`config.mk`:
```
export PLATFORM = sky130hd
export DESIGN_NAME = axi_read_arbiter
export DESIGN_NICKNAME = d
export VERILOG_FILES = /design/src/rtl/axi_read_arbiter.sv
export SDC_FILE = /design/constraint.sdc
export NUM_CORES = 1
export LEC_CHECK = 0
export CAP_MARGIN = 20
export CORE_AREA = 2 2 108 110
export CTS_BUF_LIST = sky130_fd_sc_hd__clkbuf_4
export DETAILED_ROUTE_END_ITERATION = 7
export DIE_AREA = 0 0 110 112
export PLACE_DENSITY = 0.59
export REMOVE_ABC_BUFFERS = 1
export SYNTH_ARGS = -nofsm -noshare
export SYNTH_HDL_FRONTEND = slang
export SYNTH_SLANG_ARGS = --single-unit
export TNS_END_PERCENT = 50
```
`constraint.sdc`:
```
create_clock -name ACLK -period 3.13 [get_ports ACLK]
set_clock_uncertainty 0.15 [all_clocks]
set_input_delay 0.313 -clock ACLK [delete_from_list [all_inputs] [get_ports ACLK]]
set_output_delay 0.313 -clock ACLK [all_outputs]
set_load 0.05 [all_outputs]
```
`src/rtl/axi_read_arbiter.sv`:
```
// Two-master to one-slave AXI read-channel arbiter with one burst in flight.
// An IDLE cycle picks a winner, ADDR forwards its AR beat and DATA routes the
// R beats back to it. The granted master index is prepended to the slave ARID.
// Define ARB_RR_EN for round-robin arbitration; otherwise M0 has fixed priority.
module axi_read_arbiter #(
  parameter int unsigned MID_W  = 4,
  parameter int unsigned ADDR_W = 32,
  parameter int unsigned DATA_W = 32
) (
  input  logic                ACLK,
  input  logic                ARESETn,
  // Master 0
  input  logic [MID_W-1:0]    M0_ARID,
  input  logic [ADDR_W-1:0]   M0_ARAddr,
  input  logic [3:0]          M0_ARLen,
  input  logic [2:0]          M0_ARSize,
  input  logic [1:0]          M0_ARBurst,
  input  logic                M0_ARValid,
  output logic                M0_ARReady,
  output logic [MID_W-1:0]    M0_RID,
  output logic [DATA_W-1:0]   M0_RData,
  output logic [1:0]          M0_RResp,
  output logic                M0_RLast,
  output logic                M0_RValid,
  input  logic                M0_RReady,
  // Master 1
  input  logic [MID_W-1:0]    M1_ARID,
  input  logic [ADDR_W-1:0]   M1_ARAddr,
  input  logic [3:0]          M1_ARLen,
  input  logic [2:0]          M1_ARSize,
  input  logic [1:0]          M1_ARBurst,
  input  logic                M1_ARValid,
  output logic                M1_ARReady,
  output logic [MID_W-1:0]    M1_RID,
  output logic [DATA_W-1:0]   M1_RData,
  output logic [1:0]          M1_RResp,
  output logic                M1_RLast,
  output logic                M1_RValid,
  input  logic                M1_RReady,
  // Slave
  output logic [MID_W+3:0]    S_ARID,
  output logic [ADDR_W-1:0]   S_ARAddr,
  output logic [3:0]          S_ARLen,
  output logic [2:0]          S_ARSize,
  output logic [1:0]          S_ARBurst,
  output logic                S_ARValid,
  input  logic                S_ARReady,
  input  logic [MID_W+3:0]    S_RID,
  input  logic [DATA_W-1:0]   S_RData,
  input  logic [1:0]          S_RResp,
  input  logic                S_RLast,
  input  logic                S_RValid,
  output logic                S_RReady,
  output logic                len_err
);

  typedef enum logic [1:0] {StIdle, StAddr, StData} state_e;

  state_e      state_q, state_d;
  logic        grant_q, grant_d;
  logic        last_grant_q, last_grant_d;
  logic [3:0]  len_q, len_d;
  logic [3:0]  beat_q, beat_d;

  logic        any_req;
  logic        winner;
  logic        ar_hs;
  logic        r_hs;
  logic        unused_rid;

  // Routing bits of the slave ID are not returned to the masters.
  assign unused_rid = ^S_RID[MID_W+3:MID_W];

  assign any_req = M0_ARValid | M1_ARValid;

  assign ar_hs = (state_q == StAddr) & S_ARReady & (grant_q ? M1_ARValid : M0_ARValid);
  assign r_hs  = (state_q == StData) & S_RValid & (grant_q ? M1_RReady : M0_RReady);

  // Arbitration among simultaneous requests; a lone requester always wins.
  always_comb begin
    winner = M1_ARValid & ~M0_ARValid;
`ifdef ARB_RR_EN
    if (M0_ARValid && M1_ARValid) winner = ~last_grant_q;
`else
    if (M0_ARValid && M1_ARValid) winner = 1'b0;
`endif
  end

  // FSM state register.
  always_ff @(posedge ACLK or negedge ARESETn) begin
    if (!ARESETn) state_q <= StIdle;
    else          state_q <= state_d;
  end

  // FSM next state; the slave's RLast alone ends a burst.
  always_comb begin
    state_d = state_q;
    unique case (state_q)
      StIdle:  if (any_req) state_d = StAddr;
      StAddr:  if (ar_hs) state_d = StData;
      StData:  if (r_hs && S_RLast) state_d = StIdle;
      default: state_d = StIdle;
    endcase
  end

  // Next-state logic for grant, burst length and beat counter.
  always_comb begin
    grant_d      = grant_q;
    last_grant_d = last_grant_q;
    len_d        = len_q;
    beat_d       = beat_q;
    if (state_q == StIdle && any_req) grant_d = winner;
    if (ar_hs) begin
      len_d  = grant_q ? M1_ARLen : M0_ARLen;
      beat_d = 4'd0;
    end
    if (r_hs) begin
      beat_d = beat_q + 4'd1;
      if (S_RLast) last_grant_d = grant_q;
    end
  end

  // Datapath registers; reset makes the arbiter behave as if M1 was last served.
  always_ff @(posedge ACLK or negedge ARESETn) begin
    if (!ARESETn) begin
      grant_q      <= 1'b0;
      last_grant_q <= 1'b1;
      len_q        <= 4'd0;
      beat_q       <= 4'd0;
    end else begin
      grant_q      <= grant_d;
      last_grant_q <= last_grant_d;
      len_q        <= len_d;
      beat_q       <= beat_d;
    end
  end

  // Output routing; everything is zero outside the state that owns the channel.
  always_comb begin
    M0_ARReady = 1'b0;
    M1_ARReady = 1'b0;
    M0_RID     = '0;
    M0_RData   = '0;
    M0_RResp   = '0;
    M0_RLast   = 1'b0;
    M0_RValid  = 1'b0;
    M1_RID     = '0;
    M1_RData   = '0;
    M1_RResp   = '0;
    M1_RLast   = 1'b0;
    M1_RValid  = 1'b0;
    S_ARID     = '0;
    S_ARAddr   = '0;
    S_ARLen    = '0;
    S_ARSize   = '0;
    S_ARBurst  = '0;
    S_ARValid  = 1'b0;
    S_RReady   = 1'b0;
    len_err    = 1'b0;
    unique case (state_q)
      StAddr: begin
        if (grant_q) begin
          S_ARID     = {3'b000, 1'b1, M1_ARID};
          S_ARAddr   = M1_ARAddr;
          S_ARLen    = M1_ARLen;
          S_ARSize   = M1_ARSize;
          S_ARBurst  = M1_ARBurst;
          S_ARValid  = M1_ARValid;
          M1_ARReady = S_ARReady;
        end else begin
          S_ARID     = {3'b000, 1'b0, M0_ARID};
          S_ARAddr   = M0_ARAddr;
          S_ARLen    = M0_ARLen;
          S_ARSize   = M0_ARSize;
          S_ARBurst  = M0_ARBurst;
          S_ARValid  = M0_ARValid;
          M0_ARReady = S_ARReady;
        end
      end
      StData: begin
        if (grant_q) begin
          M1_RID    = S_RID[MID_W-1:0];
          M1_RData  = S_RData;
          M1_RResp  = S_RResp;
          M1_RLast  = S_RLast;
          M1_RValid = S_RValid;
          S_RReady  = M1_RReady;
        end else begin
          M0_RID    = S_RID[MID_W-1:0];
          M0_RData  = S_RData;
          M0_RResp  = S_RResp;
          M0_RLast  = S_RLast;
          M0_RValid = S_RValid;
          S_RReady  = M0_RReady;
        end
        // Flag a beat count that disagrees with the slave's RLast.
        len_err = r_hs & (S_RLast ? (beat_q != len_q) : (beat_q == len_q));
      end
      default: ;
    endcase
  end

endmodule

```
==> run_results.csv <==
group,metric,value,unit
status,status,"finished, final reports clean",
clock_network,clockBufferDepth,2,
timing,final.min_clock_period,2.80,ns
place,dp_hpwl,7200,µm
setup_path,critPathBufInv,2,
logic_synthesis,synth_area,0.00187,mm²
route,met2WireLength,4160,µm
clock_network,worstSkewPairLatency,0.27,ns
timing,max_freq,357,MHz
logic_synthesis,synth_seq_area_share,14.7,%
route,top_layer,"met4",
logic_synthesis,synth_top_area_cell,"and2_1",
setup_path,critPathLaunchType,"flip-flop",
global_routing,grt_max_degree,49,
place,placed_area,0.00466,mm²
logic_synthesis,synth_edf_count,0,
setup_path,worstPathCellList,"nand2b_2 > buf_4 > nor2_1 > clkdlybuf4s50_1",
setup_path,crit_path_end_kind,"primary output",
route,drt_iter0_drc,104,
global_routing,grt_pass1_wl,12300,µm
logic_synthesis,synth_warnings,0,
setup_path,cp_top_family,"buffers and inverters",
global_routing,grt_usage,12.3,%
route,wirelength,8430,µm
route,drt-wirelength-per-cell,12.9,µm
route,dr_wl_met3,1090,µm
route,drc,0,
timing,tightest_slew,0.542,ns
setup_path,cp_slowest_cell,"clkdlybuf4s50_1",
setup_path,max_stage_delay,0.84,ns
finish,nNetsFinal,653,
place,dpl.cell_count,649,
logic_synthesis,synth_cell_type_count,31,
clock_network,ctsResizeCount,0,
route,ant_nets,0,
setup_path,path_max_fanout,47,
finish,antennaDiodeCount,0,
power_and_ir_drop,peakVddDrop,630,µV
die,io_pins,275,
flow_run,cap_violations,0,
setup_path,reg2regPathDepth,4,
place,port_buffers,267,
logic_synthesis,ys_seq_elements,11,
logic_synthesis,synthCells,255,
finish,stdcell_count,653,
setup_path,crit_required,2.67,ns
finish,final_common_cell,"clkdlybuf4s50_1",
finish,area.growth.synth_to_final,150,%
clock_network,clkTransAtPathRegs,0.07,ns
die,dieHeight,112,µm
clock_network,cts_made_buffers,3,
route,via_per_inst,4.14,
clock_network,numClockSinks,11,
die,start_util,16.8,%
route,dr.pass1.iters,4,
global_routing,grt_pass1_vias,2596,
die,dieArea,0.0123,mm²
finish,mostFrequentLayoutCells,"clkdlybuf4s50_1, and2_1, nor2_1, mux2i_1",
logic_synthesis,syn-mean-instance-area,7.35,µm²
clock_network,post_cts_buffers,0,
power_and_ir_drop,finalPower,3.74,mW
logic_synthesis,async_reset_ff_share,100,%
clock_network,cts_tree,"built",
power_and_ir_drop,power_density,798,mW/mm²
setup_path,path_depth,4,
clock_network,holdBufCountCts,0,
die,core_area,0.0112,mm²
place,place_congestion,0.853,
route,num_vias,2705,
global_routing,grt_overflow_total,0,
timing,slew_viol_final,0,
timing,fin_crit_sh,89.5,%
hold_path,hp-class,"input port to asynchronous set/reset pin",
timing,grt_setup_unrepaired,"no",
logic_synthesis,netlist.area_leader.share,26.1,%
clock_network,cts-root-buf,"clkbuf_4",
power_and_ir_drop,p_leak,1.90,nW
setup_path,path_class,"flip-flop to primary output",
global_routing,antenna_found_initial,0,
die,die_x,110,µm
logic_synthesis,synth_ff_type,"dfrtp_1",
timing,relSlewSlack,63.8,%
timing,hold_viol_final,0,
timing,finalSetupViolCount,0,
route,wl_met1,3070,µm
logic_synthesis,yosys-top-cells-area,"and2_1, mux2i_1, dfrtp_1",
clock_network,h-tree-depth,1,
setup_path,worstPathArrival,2.34,ns
finish,final_area,0.00469,mm²
finish,final_util,42.0,%
die,rows,39,
timing,finalSetupTns,0,ns
finish,drive_above_1_share,3.92,%
==> final timing paths <==
kind | start | to | slack, ns
worst max-delay path | state_q[1]$_DFFE_PN0P_ | S_ARAddr[5] | 0.33
worst min-delay path | ARESETn | beat_q[2]$_DFFE_PN0P_ | 0.23
worst max register to register | grant_q$_DFFE_PN0P_ | beat_q[0]$_DFFE_PN0P_ | 1.29
worst min register to register | len_q[3]$_DFFE_PN0P_ | len_q[3]$_DFFE_PN0P_ | 0.39
max in group asynchronous | ARESETn | grant_q$_DFFE_PN0P_ | 2.23
min in group ACLK | len_q[3]$_DFFE_PN0P_ | len_q[3]$_DFFE_PN0P_ | 0.39
==> kinds of logic (layout without fill, tap and decap cells) <==
group | Yosys count | after routing | share of synthesized area (%)
AOI/OAI and AO/OA | 15 | 15 | 5.28
xor gates and xnor gates | 5 | 5 | 2.34
adders and majority gates | 1 | 1 | 0.668
buffers and inverters | 24 | 277 | 7.08
DFF | 11 | 11 | 14.7
muxes | 50 | 50 | 27.1
other | 1 | 3 | 0.200
and+or+nand+nor | 148 | 148 | 42.6
==> flip-flops by register name (all words and copies together), names as in the netlist <==
register and count:
grant_q 1, beat_q 4, state_q 2, len_q 4
==> per-layer routing <==
| metal | vias to the layer above | GRT usage, % |
|---|---|---|
| met1 | 1178 | 13.3 |
| met3 | 8 | 2.99 |
| li1 | 1347 | - |
| met5 | - | 0 |
| met2 | 172 | 23.4 |
| met4 | 0 | 2.78 |
==> report_power, final <==
group / total [mW] / leakage (nW) / internal [mW] / switching, mW
clock: 0.104 / 0.0184 / 0.0579 / 0.0456
sequential: 0.260 / 0.134 / 0.193 / 0.0665
combinational: 3.38 / 1.74 / 1.20 / 2.18
total: 3.74 / 1.90 / 1.45 / 2.29
==> cells in the mapped netlist, types with 2 or more instances <==
cell      number
a21oi_1       10
a22o_1         2
and2_1        78
buf_2          6
buf_4          6
clkbuf_1       5
clkbuf_2       4
dfrtp_1       11
inv_1          2
mux2_2         3
mux2i_1       46
nand3b_1       2
nor2_1        54
nor3_1         6
xor2_1         4
==> per-stage QoR <==
stage | setup slack, ns | hold slack, ns
after CTS | 0.321 | 0.241
after global placement | 0.439 | 0.387
final | 0.328 | 0.230
after floorplan | -0.789 | -0.133
after detailed placement | 0.425 | 0.392
after global routing | 0.241 | 0.263
==> layout make-up <==
type	instances	area (µm²)
fill	1137	6490
timing repair buffer	271	2720
multi-input combinational	222	1480
sequential	11	277
tap	143	179
clock buffer	4	30.0
inverter	2	7.51
Note: power is estimated with default switching activity, not from simulation.
